### config.mk
export PLATFORM = sky130hd
export DESIGN_NAME = add_tree_pipe
export DESIGN_NICKNAME = d
export VERILOG_FILES = /design/src/rtl/add_tree_pipe.sv
export SDC_FILE = /design/constraint.sdc
export NUM_CORES = 1
export LEC_CHECK = 0
export CAP_MARGIN = 20
export CORE_MARGIN = 2
export CORE_UTILIZATION = 52
export DETAILED_ROUTE_END_ITERATION = 12
export PLACE_DENSITY = 0.78
export SYNTH_ARGS = -nofsm -noshare
export SYNTH_HDL_FRONTEND = slang
export SYNTH_SLANG_ARGS = --single-unit
### constraint.sdc
create_clock -name clk -period 2.2 [get_ports clk]
set_clock_uncertainty 0.15 [all_clocks]
set_input_delay 0.44 -clock clk [delete_from_list [all_inputs] [get_ports clk]]
set_output_delay 0.44 -clock clk [all_outputs]
set_load 0.005 [all_outputs]
### src/rtl/add_tree_pipe.sv
// add_tree_pipe: pipelined unsigned reduction of N_IN W-bit operands, one register per pairwise level.
// Define ADD_TREE_PIPE_ACC_EN to add an accumulator stage that sums tree results over in_last-terminated packets.
module add_tree_pipe #(
    parameter int N_IN  = 64,
    parameter int W     = 5,
    parameter int ACC_W = 16
) (
    input  logic              clk,
    input  logic              rst_n,
    input  logic              in_valid,
    output logic              in_ready,
    input  logic [N_IN*W-1:0] in_data,
    input  logic              in_last,
    output logic              out_valid,
    input  logic              out_ready,
    output logic [ACC_W-1:0]  out_sum,
    output logic              out_last
);
    localparam int LEVELS = $clog2(N_IN);
    localparam int OW     = W + LEVELS;

    // Handshake: a beat moves on an edge where the producer's valid and the
    // consumer's ready are both high; valid is never withdrawn and payload is
    // held constant while valid && !ready.
    logic          tail_drain;
    logic [OW-1:0] tree_sum;
    logic          tree_valid;
    logic          tree_last;

    for (genvar k = 1; k <= LEVELS; k++) begin : lvl
        localparam int NK = N_IN >> k;
        localparam int WK = W + k;

        logic [2*NK*(WK-1)-1:0] src;
        logic                   src_valid;
        logic                   src_last;
        logic [NK*WK-1:0]       sum_d;
        logic [NK*WK-1:0]       data_q;
        logic                   valid_q;
        logic                   last_q;
        logic                   drain;
        logic                   load;

        if (k == 1) begin : g_src
            assign src       = in_data;
            assign src_valid = in_valid;
            assign src_last  = in_last;
        end else begin : g_src
            assign src       = lvl[k-1].data_q;
            assign src_valid = lvl[k-1].valid_q;
            assign src_last  = lvl[k-1].last_q;
        end

        // A level empties when its successor takes the entry, so bubbles collapse.
        if (k == LEVELS) begin : g_drain
            assign drain = tail_drain;
        end else begin : g_drain
            assign drain = lvl[k+1].load;
        end

        assign load = src_valid && (!valid_q || drain);

        for (genvar j = 0; j < NK; j++) begin : node
            assign sum_d[j*WK +: WK] = {1'b0, src[(2*j)*(WK-1) +: WK-1]}
                                     + {1'b0, src[(2*j+1)*(WK-1) +: WK-1]};
        end

        always_ff @(posedge clk or negedge rst_n) begin
            if (!rst_n) begin
                data_q  <= '0;
                valid_q <= 1'b0;
                last_q  <= 1'b0;
            end else if (load) begin
                data_q  <= sum_d;
                valid_q <= 1'b1;
                last_q  <= src_last;
            end else if (drain) begin
                valid_q <= 1'b0;
            end
        end
    end

    assign tree_sum   = lvl[LEVELS].data_q;
    assign tree_valid = lvl[LEVELS].valid_q;
    assign tree_last  = lvl[LEVELS].last_q;

    // Held low in reset so nothing is offered an accept while state is clearing.
    assign in_ready = rst_n && (!lvl[1].valid_q || lvl[1].drain);

`ifdef ADD_TREE_PIPE_ACC_EN
    logic [ACC_W-1:0] acc_q;
    logic [ACC_W-1:0] acc_next;
    logic [ACC_W-1:0] sum_q;
    logic             valid_q;
    logic             last_q;

    assign acc_next   = acc_q + ACC_W'(tree_sum);
    // The accumulator waits while a finished packet total is still unaccepted.
    assign tail_drain = tree_valid && (!valid_q || out_ready);

    always_ff @(posedge clk or negedge rst_n) begin
        if (!rst_n) begin
            acc_q   <= '0;
            sum_q   <= '0;
            valid_q <= 1'b0;
            last_q  <= 1'b0;
        end else begin
            if (valid_q && out_ready) begin
                valid_q <= 1'b0;
            end
            if (tail_drain) begin
                if (tree_last) begin
                    sum_q   <= acc_next;
                    valid_q <= 1'b1;
                    last_q  <= 1'b1;
                    acc_q   <= '0;
                end else begin
                    acc_q   <= acc_next;
                end
            end
        end
    end

    assign out_valid = valid_q;
    assign out_sum   = sum_q;
    assign out_last  = last_q;
`else
    assign tail_drain = tree_valid && out_ready;
    assign out_valid  = tree_valid;
    assign out_sum    = ACC_W'(tree_sum);
    assign out_last   = tree_last;
`endif

endmodule

After elaboration in Yosys (flattened, before gate mapping)
Cells that the tools add are included.
{ "totals": {"regBits": 447, "inputBits": 325, "word_cells": 119} }
{ "op_classes": {"muxes": 12, "n_reduce_logical": 26, "addsub": 63} }
{ "ops": {"columns": ["cell", "count"], "rows": [
  ["$add A5 B5 Y6", 32],
  ["$add A6 B6 Y7", 16],
  ["$add A7 B7 Y8", 8],
  ["$add A8 B8 Y9", 4],
  ["$add A9 B9 Y10", 2],
  ["$mux W1", 12],
  ["$reduce_bool A2 Y1", 6],
  ["$add A10 B10 Y11", 1],
  ["$logic_and A1 B1 Y1", 8],
  ["$logic_not A1 Y1", 6],
  ["$logic_or A1 B1 Y1", 6]
]} }

Logic depth before layout (Yosys ltp)
Gate-level depths: netlist of run 1.
{ "depth": {"word_depth": 14, "depth_mapped": 8, "depth_no_buf": 8} }

Least setup slack after synthesis of run 1
OpenSTA, ideal clock, no wires.
{ "synth_timing": {"path_kind": "reg-to-reg", "from": "reg lvl[3].data_q[0]", "to": "reg lvl[4].data_q[8]", "stages_incl_launch_ff": 8, "arrival_time_ns": 1.907, "path_slack_ns": 0.013, "cell_sequence": "dfrtp_1 -> ha_1 -> fa_1 -> a21o_1 -> a21oi_1 -> o21ai_0 -> and3b_1 -> o41a_1"} }
{ "synth_between": {"elab_chain_cells": 1} }
{ "synth_rtl": {"columns": ["element", "line", "rtl"], "rows": [
  ["start, declared", "38", "logic [NK*WK-1:0] data_q;"],
  ["start signal, assigned", "74", "data_q <= sum_d;"],
  ["$add A8 B8 Y9", "65", "+ {1'b0, src[(2*j+1)*(WK-1) +: WK-1]};"],
  ["end signal, assigned", "74", null],
  ["end, declared", "38", null]
]} }
Every way passes these cells.
A chain may end at the register's enable or synchronous reset.

Final worst setup path of run 1
{ "layout_timing": {"from": "reg lvl[4].valid_q", "to": "out in_ready"} }
{ "layout_between": {"elab_chain_cells": 9, "elab_cells_between_ends": 10, "cone_classes": "reduce/logical (10)"} }
{ "layout_rtl": {"columns": ["element", "line", "rtl"], "rows": [
  ["start, declared", "39", "logic valid_q;"],
  ["start signal, assigned", "71", "valid_q <= 1'b0;"],
  ["start signal, assigned", "75", "valid_q <= 1'b1;"],
  ["start signal, assigned", "78", "valid_q <= 1'b0;"],
  ["$logic_not A1 Y1 / $logic_and A1 B1 Y1 (equally long branches)", "61", "assign load = src_valid && (!valid_q || drain);"],
  ["$logic_or A1 B1 Y1 *", "61", null],
  ["$logic_and A1 B1 Y1 *", "61", null],
  ["$logic_or A1 B1 Y1 *", "61", null],
  ["$logic_and A1 B1 Y1 *", "61", null],
  ["$logic_or A1 B1 Y1 *", "61", null],
  ["$logic_and A1 B1 Y1 *", "61", null],
  ["$logic_or A1 B1 Y1 *", "88", "assign in_ready = rst_n && (!lvl[1].valid_q || lvl[1].drain);"],
  ["$logic_and A1 B1 Y1 *", "88", null],
  ["end, declared", "11", "output logic in_ready,"]
]} }
Every way passes the cells marked *; elsewhere a longest branch is shown, timed or not.

==> flow_summary.yaml, run 1 <==
status:
  outcome: "complete, no violations"
clock_network:
  htreeDepth: 2
  cts_tree: "yes"
  worstSkewPairLatency_ps: 600
  root_buffer: "clkbuf_16"
  clock-sinks: 447
  clk_pin_slew_ps: 60
  numCtsBuffers: 48
  clockBufferDepth: 3
yosys:
  synthArstFlopShare: 1.000
  synth.distinct_cells: 54
  syn_area_mm2: 0.02838
  yosys_warnings: 0
  ys.flop_type: "dfrtp_1"
  yosys.area.top_type: "dfrtp_1"
  synth_edf_count: 0
  synth-seq-cells: 447
  synth_cells: 2950
  synth_top_cell_area_share: 0.3942
  ys_seq_area_frac: 0.3942
  netlist_top_cells_area: "dfrtp_1 39%, ha_1 16%, nand2_1 8.2%"
  avgSynthCellArea_um2: 9.619
floorplan:
  core_mm2: 0.05392
  start_util: 0.5263
  die-area_mm2: 0.05645
  std_cell_rows: 85
  io_pins: 344
  dieWidth_um: 237.6
  die_h_um: 237.6
detailed_routing:
  vias: 22280
  drc: 0
  drt_first_pass_iters: 5
  wl_um: 65520
  wl_per_cell_um: 15.96
  drt_iter0_markers: 1268
  ant_nets: 0
  viasPerCell: 5.425
grt:
  antenna_found_initial: 1
  grt_pass1_wl_um: 109700
  grt.total_usage: 0.2323
  grt_pass1_vias: 23230
  grt_max_degree: 118
  gr-total-overflow: 0
sta:
  setup_slack_ps: 9.031
  min_period_ps: 2191
  worstMarginPinSlew_ps: 650.2
  finalHoldViolations: 0
  timing.fmax_mhz: 456.4
  drv_slew: 0
  setup_viol: 0
  maxSlewHeadroom: 0.5666
  rsz0062_at_grt: "true"
  holdWs_ps: 323.9
  fin_crit_sh: 0.9959
  fin_setup_tns_ps: 0
worst_setup_path:
  crit_fanout: 2
  crit_type: "reg -> out"
  start_kind: "flop"
  cp_data_arrival_time_ps: 1600
  r2r_slack_ps: 50
  required_ps: 1610
  cp-end-kind: "output port"
cells_and_area:
  instances_no_fill: 4106
  syn_to_final_growth_pct: 23.61
  antenna_cells: 0
  drive_above_1_share: 0.07859
  layout.nets: 4132
  final_core_util: 0.6505
  fill_cells: 4200
  final_cell_mix: "616 x nand2_1, 447 x dfrtp_1, 367 x ha_1, 335 x clkdlybuf4s50_1, 320 x o21ai_0"
  layout_commonest_cell: "nand2_1"
power:
  powerDensity_mw_per_mm2: 1135
  p_leak_nw: 16.77
  ir_drop_mv: 0.7494
placed_design:
  gp_congestion: 0.8761
  dp.cells: 4010
  dp_slack_ps: -312.5
  port_buffers: 338
  place_hpwl_um: 50800
min_path:
  hold_path_class: "in -> async"
job:
  cap_violations: 0
[Yosys cell counts, types with 2 or more instances]
cell	instances
nand2b_1	8
buf_1	4
buf_8	2
a221oi_1	2
dfrtp_1	447
and3_1	3
nor2b_1	56
and2_1	4
a21o_1	125
clkbuf_1	28
ha_1	372
buf_6	21
a31oi_1	7
a211oi_1	40
a21oi_1	217
xor2_1	161
o21a_1	3
nor4b_1	3
a2111oi_0	8
nor3b_1	6
o21bai_1	35
mux2_2	8
inv_1	34
or4_1	4
xnor2_1	73
nor2_1	125
fa_1	63
o31ai_1	10
nand2_1	618
buf_4	11
a21boi_0	4
nand3_1	5
o21ai_1	19
clkbuf_2	2
nor3_1	33
o21ai_0	325
o211ai_1	13
buf_2	33
or3_1	3
[metrics by stage]
| step | instance area [um2] | power [mW] |
|---|---|---|
| final | 35070 | 39.79 |
| after global routing | 35070 | 42.91 |
| after detailed placement | 33290 | 31.20 |
| after global placement | 33290 | 30.31 |
| after floorplan | 28390 | 25.58 |
| after CTS | 34910 | 39.56 |
[power by group]
part,switching (mW),internal [mW]
registers,2.11,11.1
logic,9.84,8.81
clock network,3.39,4.58
[routing by layer]
metal / routed length (um) / GRT usage / up-vias / part of all wire
met1: 29600 / 0.3068 / 10730 / 0.45
met5: 0 / 0 / - / 0
li1: - / - / 11090 / -
met4: 1145 / 0.05794 / 0 / 0.017
met3: 2188 / 0.02439 / 78 / 0.033
met2: 32580 / 0.4098 / 381 / 0.50
[critical path: stages, from the launching register on]
cell and delay (ps):
dfrtp_1 360, and4b_2 280, nand4_4 110, and2_4 160
buf_6 110
[sequential cells by signal, summed over array words and instances (netlist names)]
| register | count |
|---|---|
| out_valid | 1 |
| lvl.data_q | 435 |
| lvl.last_q | 5 |
| lvl.valid_q | 5 |
| out_last | 1 |
[area by class of cell]
class,count,area (um2),area share
multi-input cells,2372,16640,0.4745
repair buffers,469,4691,0.1337
inverters,34,127.6,0.003639
flip-flops and latches,447,11190,0.3189
well taps,696,870.8,0.02483
clock inverters,20,188.9,0.005387
clock buffers,68,1366,0.03895
[path summary, 6_finish.rpt]
check                                       start                  to  cells past startpoint
worst min register to register      lvl[1].last_q       lvl[2].last_q                      2
worst min-delay path                        rst_n   lvl[1].data_q[18]                      3
worst max-delay path               lvl[4].valid_q            in_ready                      4
max in group asynchronous                   rst_n  lvl[1].data_q[143]                      4
min in group clk                    lvl[1].last_q       lvl[2].last_q                      2
worst max register to register  lvl[2].data_q[28]   lvl[3].data_q[22]                      7
[cell families (layout without fill, tap and decap cells)]
logic type      after synthesis  count (layout)  share of synthesized area
compound gates              817             817                     0.1676
xor+xnor                    234             234                    0.07223
fa+ha+maj                   435             435                     0.2085
buf+inv                     135             591                    0.02721
flops                       447             447                     0.3942
mux                           8               8                   0.003175
other cells                   1               5                  0.0001322
simple gates                873             873                     0.1270
[timing repair]
action,4_1_cts,5_1_grt
resized for setup,14,45
endpoints found under the hold margin,80,0
endpoints found under the setup margin,6,35
hold buffers,1,0
setup buffers,4,3
pin swaps,5,13
Note: power is estimated with default switching activity, not from simulation.
==> run 2: changes to the inputs <==
--- a/config.mk
+++ b/config.mk
@@ -10,6 +10,7 @@
 export CORE_UTILIZATION = 52
 export DETAILED_ROUTE_END_ITERATION = 12
 export PLACE_DENSITY = 0.78
+export SKIP_CTS_REPAIR_TIMING = 1
 export SYNTH_ARGS = -nofsm -noshare
 export SYNTH_HDL_FRONTEND = slang
 export SYNTH_SLANG_ARGS = --single-unit
==> flow_summary.yaml, run 2 (synthesis results as in run 1) <==
power:
  p_switching_mw: 15.32
  p_comb_frac: 0.468
  ir_drop_mv: 0.7494
  switching_share: 0.3855
  pwr-share-seq: 0.332
  p_int_mw: 24.42
  finalPower_mw: 39.74
  powerDensity_mw_per_mm2: 1134
  p_leak_nw: 16.75
  clock_power_share: 0.201
clock_network:
  clock-sinks: 447
  clk_pin_slew_ps: 60
  root_buffer: "clkbuf_16"
  worstSkewPairLatency_ps: 600
  numCtsBuffers: 48
  htreeDepth: 2
  cts_tree: "yes"
  clockBufferDepth: 3
floorplan:
  die-area_mm2: 0.05645
  io_pins: 344
  core_mm2: 0.05392
  std_cell_rows: 85
  dieWidth_um: 237.6
  start_util: 0.5263
  die_h_um: 237.6
placed_design:
  place_hpwl_um: 50800
  placed_area_mm2: 0.03329
  dp_slack_ps: -312.5
  port_buffers: 338
  gp_congestion: 0.8761
detailed_routing:
  drc: 0
  viasPerCell: 5.430
  wl_per_cell_um: 15.95
  drt_iter0_markers: 1227
  drt_first_pass_iters: 5
  wl_um: 65440
  vias: 22280
  ant_nets: 0
cells_and_area:
  top_regs: "lvl.data_q x435, lvl.last_q x5, lvl.valid_q x5"
  fill_cells: 4206
  layout.nets: 4129
  drive_above_1_share: 0.07719
  final_cell_mix: "616 x nand2_1, 447 x dfrtp_1, 367 x ha_1, 336 x clkdlybuf4s50_1, 320 x o21ai_0"
  syn_to_final_growth_pct: 23.47
  regMostFlops: "lvl.data_q"
  layout_commonest_cell: "nand2_1"
  design_area_mm2: 0.03504
  largest_reg_flops: 435
  antenna_cells: 0
sta:
  fin_crit_sh: 1.013
  setup_viol: 1
  finalHoldViolations: 0
  rsz0062_at_grt: "true"
  timing.fmax_mhz: 448.9
  worstMarginPinSlew_ps: 655.0
  drv_slew: 0
  min_period_ps: 2228
  setup_slack_ps: -27.86
  maxSlewHeadroom: 0.5633
worst_setup_path:
  critPathBufInv: 1
  crit_type: "reg -> out"
  start_kind: "flop"
  crit_slowest_cell: "dfrtp_1"
  critPathMaxStageDelay_ps: 390
  cp_data_arrival_time_ps: 1640
  required_ps: 1610
  crit_chain: "and4b_2 -> nand4_4 -> and2_4 -> clkbuf_2"
  crit_fanout: 4
  crit_family: "simple AND/OR/NAND/NOR gates"
  cp-end-kind: "output port"
status:
  outcome: "finished with violations"
  violations: "negative setup slack"
grt:
  grt_max_degree: 118
  grt_pass1_wl_um: 109500
  antenna_found_initial: 1
  grt.total_usage: 0.2318
  gr-total-overflow: 0
  grt_pass1_vias: 23190
job:
  cap_violations: 0
min_path:
  hold_path_class: "in -> async"
run 2: through the flow:
stage / utilization / hold slack (ps) / TNS (ps) / cells
5_1_grt: 0.6498 / 334.8 / -144.6 / 4103
6_report: 0.6498 / 326.5 / -27.86 / 4103
4_1_cts: 0.6462 / -266.1 / -721.7 / 4098
3_5_place_dp: 0.6173 / 318.6 / -48680 / 4010
2_1_floorplan: - / -5.591 / 0 / 2954
3_3_place_gp: 0.6173 / 311.7 / -37470 / 4010
run 2: routing by layer:
layer	GRT usage	vias to the layer above	wire length [um]
met3	0.02439	80	2141
met1	0.3067	10730	29650
met5	0	-	0
met2	0.4078	388	32470
li1	-	11080	-
met4	0.05908	0	1185
run 2: worst paths after layout:
kind                              startpoint            endpoint  slack (ps)  depth (start not counted)
max                           lvl[4].valid_q            in_ready         -30                          4
min                                    rst_n   lvl[1].data_q[18]         330                          3
max reg2reg                lvl[2].data_q[29]   lvl[3].data_q[23]          40                          6
min reg2reg                    lvl[1].last_q       lvl[2].last_q         330                          2
max in group asynchronous              rst_n  lvl[1].data_q[143]         520                          4
min in group clk               lvl[1].last_q       lvl[2].last_q         330                          2
run 2: power groups by stage:
stage,registers (mW),logic [mW],clock network (mW)
floorplan,12.5,13.1,0
global placement,13.2,17.1,0
detailed placement,13.3,17.9,0
CTS,13.2,18.2,8.15
global route,13.5,20.9,8.45
finish,13.2,18.6,7.98
run 2: layout make-up:
| type | instances | area (um2) | share of cell area |
|---|---|---|---|
| multi-input combinational | 2372 | 16640 | 0.4749 |
| sequential | 447 | 11190 | 0.3193 |
| timing repair buffer | 466 | 4659 | 0.1330 |
| clock buffer | 68 | 1366 | 0.03900 |
| tap | 696 | 870.8 | 0.02486 |
| clock inverter | 20 | 188.9 | 0.005392 |
| inverter | 34 | 127.6 | 0.003643 |
run 2: worst min-delay path, stage by stage:
cell and delay [ps]:
dlygate4sd3_1 560, buf_8 120, buf_12 360
==> run 3: changes to the inputs <==
--- a/config.mk
+++ b/config.mk
@@ -6,9 +6,9 @@
 export NUM_CORES = 1
 export LEC_CHECK = 0
 export CAP_MARGIN = 20
-export CORE_MARGIN = 2
 export CORE_UTILIZATION = 52
 export DETAILED_ROUTE_END_ITERATION = 12
+export GPL_TIMING_DRIVEN = 0
 export PLACE_DENSITY = 0.78
 export SKIP_CTS_REPAIR_TIMING = 1
 export SYNTH_ARGS = -nofsm -noshare
==> flow_summary.yaml, run 3 (synthesis results as in run 1) <==
cells_and_area:
  final_cell_mix: "617 x nand2_1, 447 x dfrtp_1, 369 x ha_1, 336 x clkdlybuf4s50_1, 322 x o21ai_0"
  regMostFlops: "lvl.data_q"
  top_regs: "lvl.data_q x435, lvl.last_q x5, lvl.valid_q x5"
  design_area_mm2: 0.03485
  layout_commonest_cell: "nand2_1"
  largest_reg_flops: 435
  syn_to_final_growth_pct: 22.82
  layout.nets: 4121
  drive_above_1_share: 0.06888
sta:
  worstMarginPinSlew_ps: 733.2
  finalHoldViolations: 99
  drv_slew: 0
  setup_viol: 2
  min_period_ps: 2285
  setup_slack_ps: -85.10
  rsz0062_at_grt: "true"
  maxSlewHeadroom: 0.5112
  fin_setup_tns_ps: -116.8
  timing.fmax_mhz: 437.6
  fin_crit_sh: 1.039
  holdWs_ps: -349.7
worst_setup_path:
  critPathCapture: "in_ready"
  crit_slowest_cell: "dfrtp_1"
  crit_chain: "and4b_2 -> nand4_4 -> and2_4 -> clkbuf_2"
  crit_type: "reg -> out"
  start_kind: "flop"
  critPathLaunch: "out_valid"
  critPathMaxStageDelay_ps: 370
  r2r_cells: 7
  cp-end-kind: "output port"
  r2r_slack_ps: -30
  crit_cells: 4
  crit_fanout: 4
  required_ps: 1610
  rr_endpoint: "lvl[4].data_q[8]"
  cp_data_arrival_time_ps: 1700
  critPathBufInv: 1
  regToRegStartpoint: "lvl[3].data_q[0]"
  crit_family: "simple AND/OR/NAND/NOR gates"
grt:
  grt_pass1_vias: 22690
  grt.total_usage: 0.2569
  grt_pass1_wl_um: 114900
  gr-total-overflow: 0
  grt_max_degree: 125
  antenna_found_initial: 1
detailed_routing:
  vias: 22550
  drc: 0
  viasPerCell: 5.505
  drt_iter0_markers: 1368
  ant_nets: 0
  wl_um: 71800
  drt_first_pass_iters: 6
  wl_per_cell_um: 17.53
status:
  violations: "negative hold slack, negative setup slack"
  outcome: "finished with violations"
floorplan:
  die_h_um: 235.6
  die-area_mm2: 0.05551
  io_pins: 344
  dieWidth_um: 235.6
  std_cell_rows: 85
  core_mm2: 0.05392
  start_util: 0.5263
clock_network:
  numCtsBuffers: 49
  clock-sinks: 447
  cts_tree: "yes"
  htreeDepth: 2
  root_buffer: "clkbuf_16"
  worstSkewPairLatency_ps: 580
  clk_pin_slew_ps: 60
  clockBufferDepth: 3
min_path:
  hold_path_class: "in -> async"
power:
  p_leak_nw: 16.62
  powerDensity_mw_per_mm2: 1150
  ir_drop_mv: 0.6318
job:
  cap_violations: 0
placed_design:
  place_hpwl_um: 54020
  port_buffers: 338
  placed_area_mm2: 0.03273
  gp_congestion: 0.8914
[run 3: changes by cell type in the layout (fill, tap and decap cells not counted), moves of 5 or more]
cell / change
buf_4: -83
buf_6: +24
buf_2: +23
buf_12: -19
clkbuf_1: +18
clkbuf_2: +13
clkbuf_4: +8
buf_16: +5
clkbuf_8: +5
clkinv_2: -5
[run 3: worst min-delay path by stage]
stage	startpoint	endpoint	slack, ps	depth (start not counted)
floorplan	rst_n	lvl[1].data_q[0]	-6	0
global placement	lvl[1].last_q	lvl[2].last_q	300	2
detailed placement	lvl[1].last_q	lvl[2].last_q	300	2
CTS	rst_n	lvl[1].data_q[12]	-220	1
global route	rst_n	lvl[1].data_q[12]	-300	1
finish	rst_n	lvl[1].data_q[12]	-350	1
[run 3: metrics by stage]
stage / instances / setup WS, ps / util / hold WS (ps) / power [mW]
finish: 4096 / -85.10 / 0.6463 / -349.7 / 40.07
global placement: 3988 / -18990 / 0.6054 / 299.5 / 30.38
floorplan: 2954 / 13.26 / - / -5.591 / 25.58
detailed placement: 3991 / -862.7 / 0.6071 / 302.1 / 30.89
CTS: 4078 / -815.9 / 0.6363 / -218.3 / 39.26
global route: 4093 / -145.9 / 0.6462 / -304.7 / 43.04
[run 3: metal layers]
layer,wire length [um],track usage,up-vias
li1,-,-,11100
met1,32090,0.3523,10800
met2,33950,0.4177,516
met3,3684,0.03459,130
met4,2069,0.09111,2
met5,5,0,-
[run 3: cell type report]
class / instances / area, um2
multi-input cells: 2373 / 16660
flip-flops and latches: 447 / 11190
well taps: 696 / 870.8
plain buffers: 97 / 724.4
diodes: 3 / 7.507
repair buffers: 359 / 3699
fillers: 4312 / 19070
clock inverters: 11 / 111.4
inverters: 34 / 127.6
clock buffers: 76 / 1468
[run 3: power breakdown]
group          switching [mW]  internal (mW)  leakage, nW
sequential               2.00           11.1         5.41
clock                    3.34           4.79        0.780
combinational            10.3           8.61         10.4
total                    15.6           24.5         16.6
[run 3: worst reg2reg max path, cell delays in order (launching register included)]
cell     delay (ps)
dfrtp_1         400
ha_2            210
fa_2            360
a21o_1          180
a21oi_2         190
o21ai_0          90
and3b_1         220
o41a_1          320
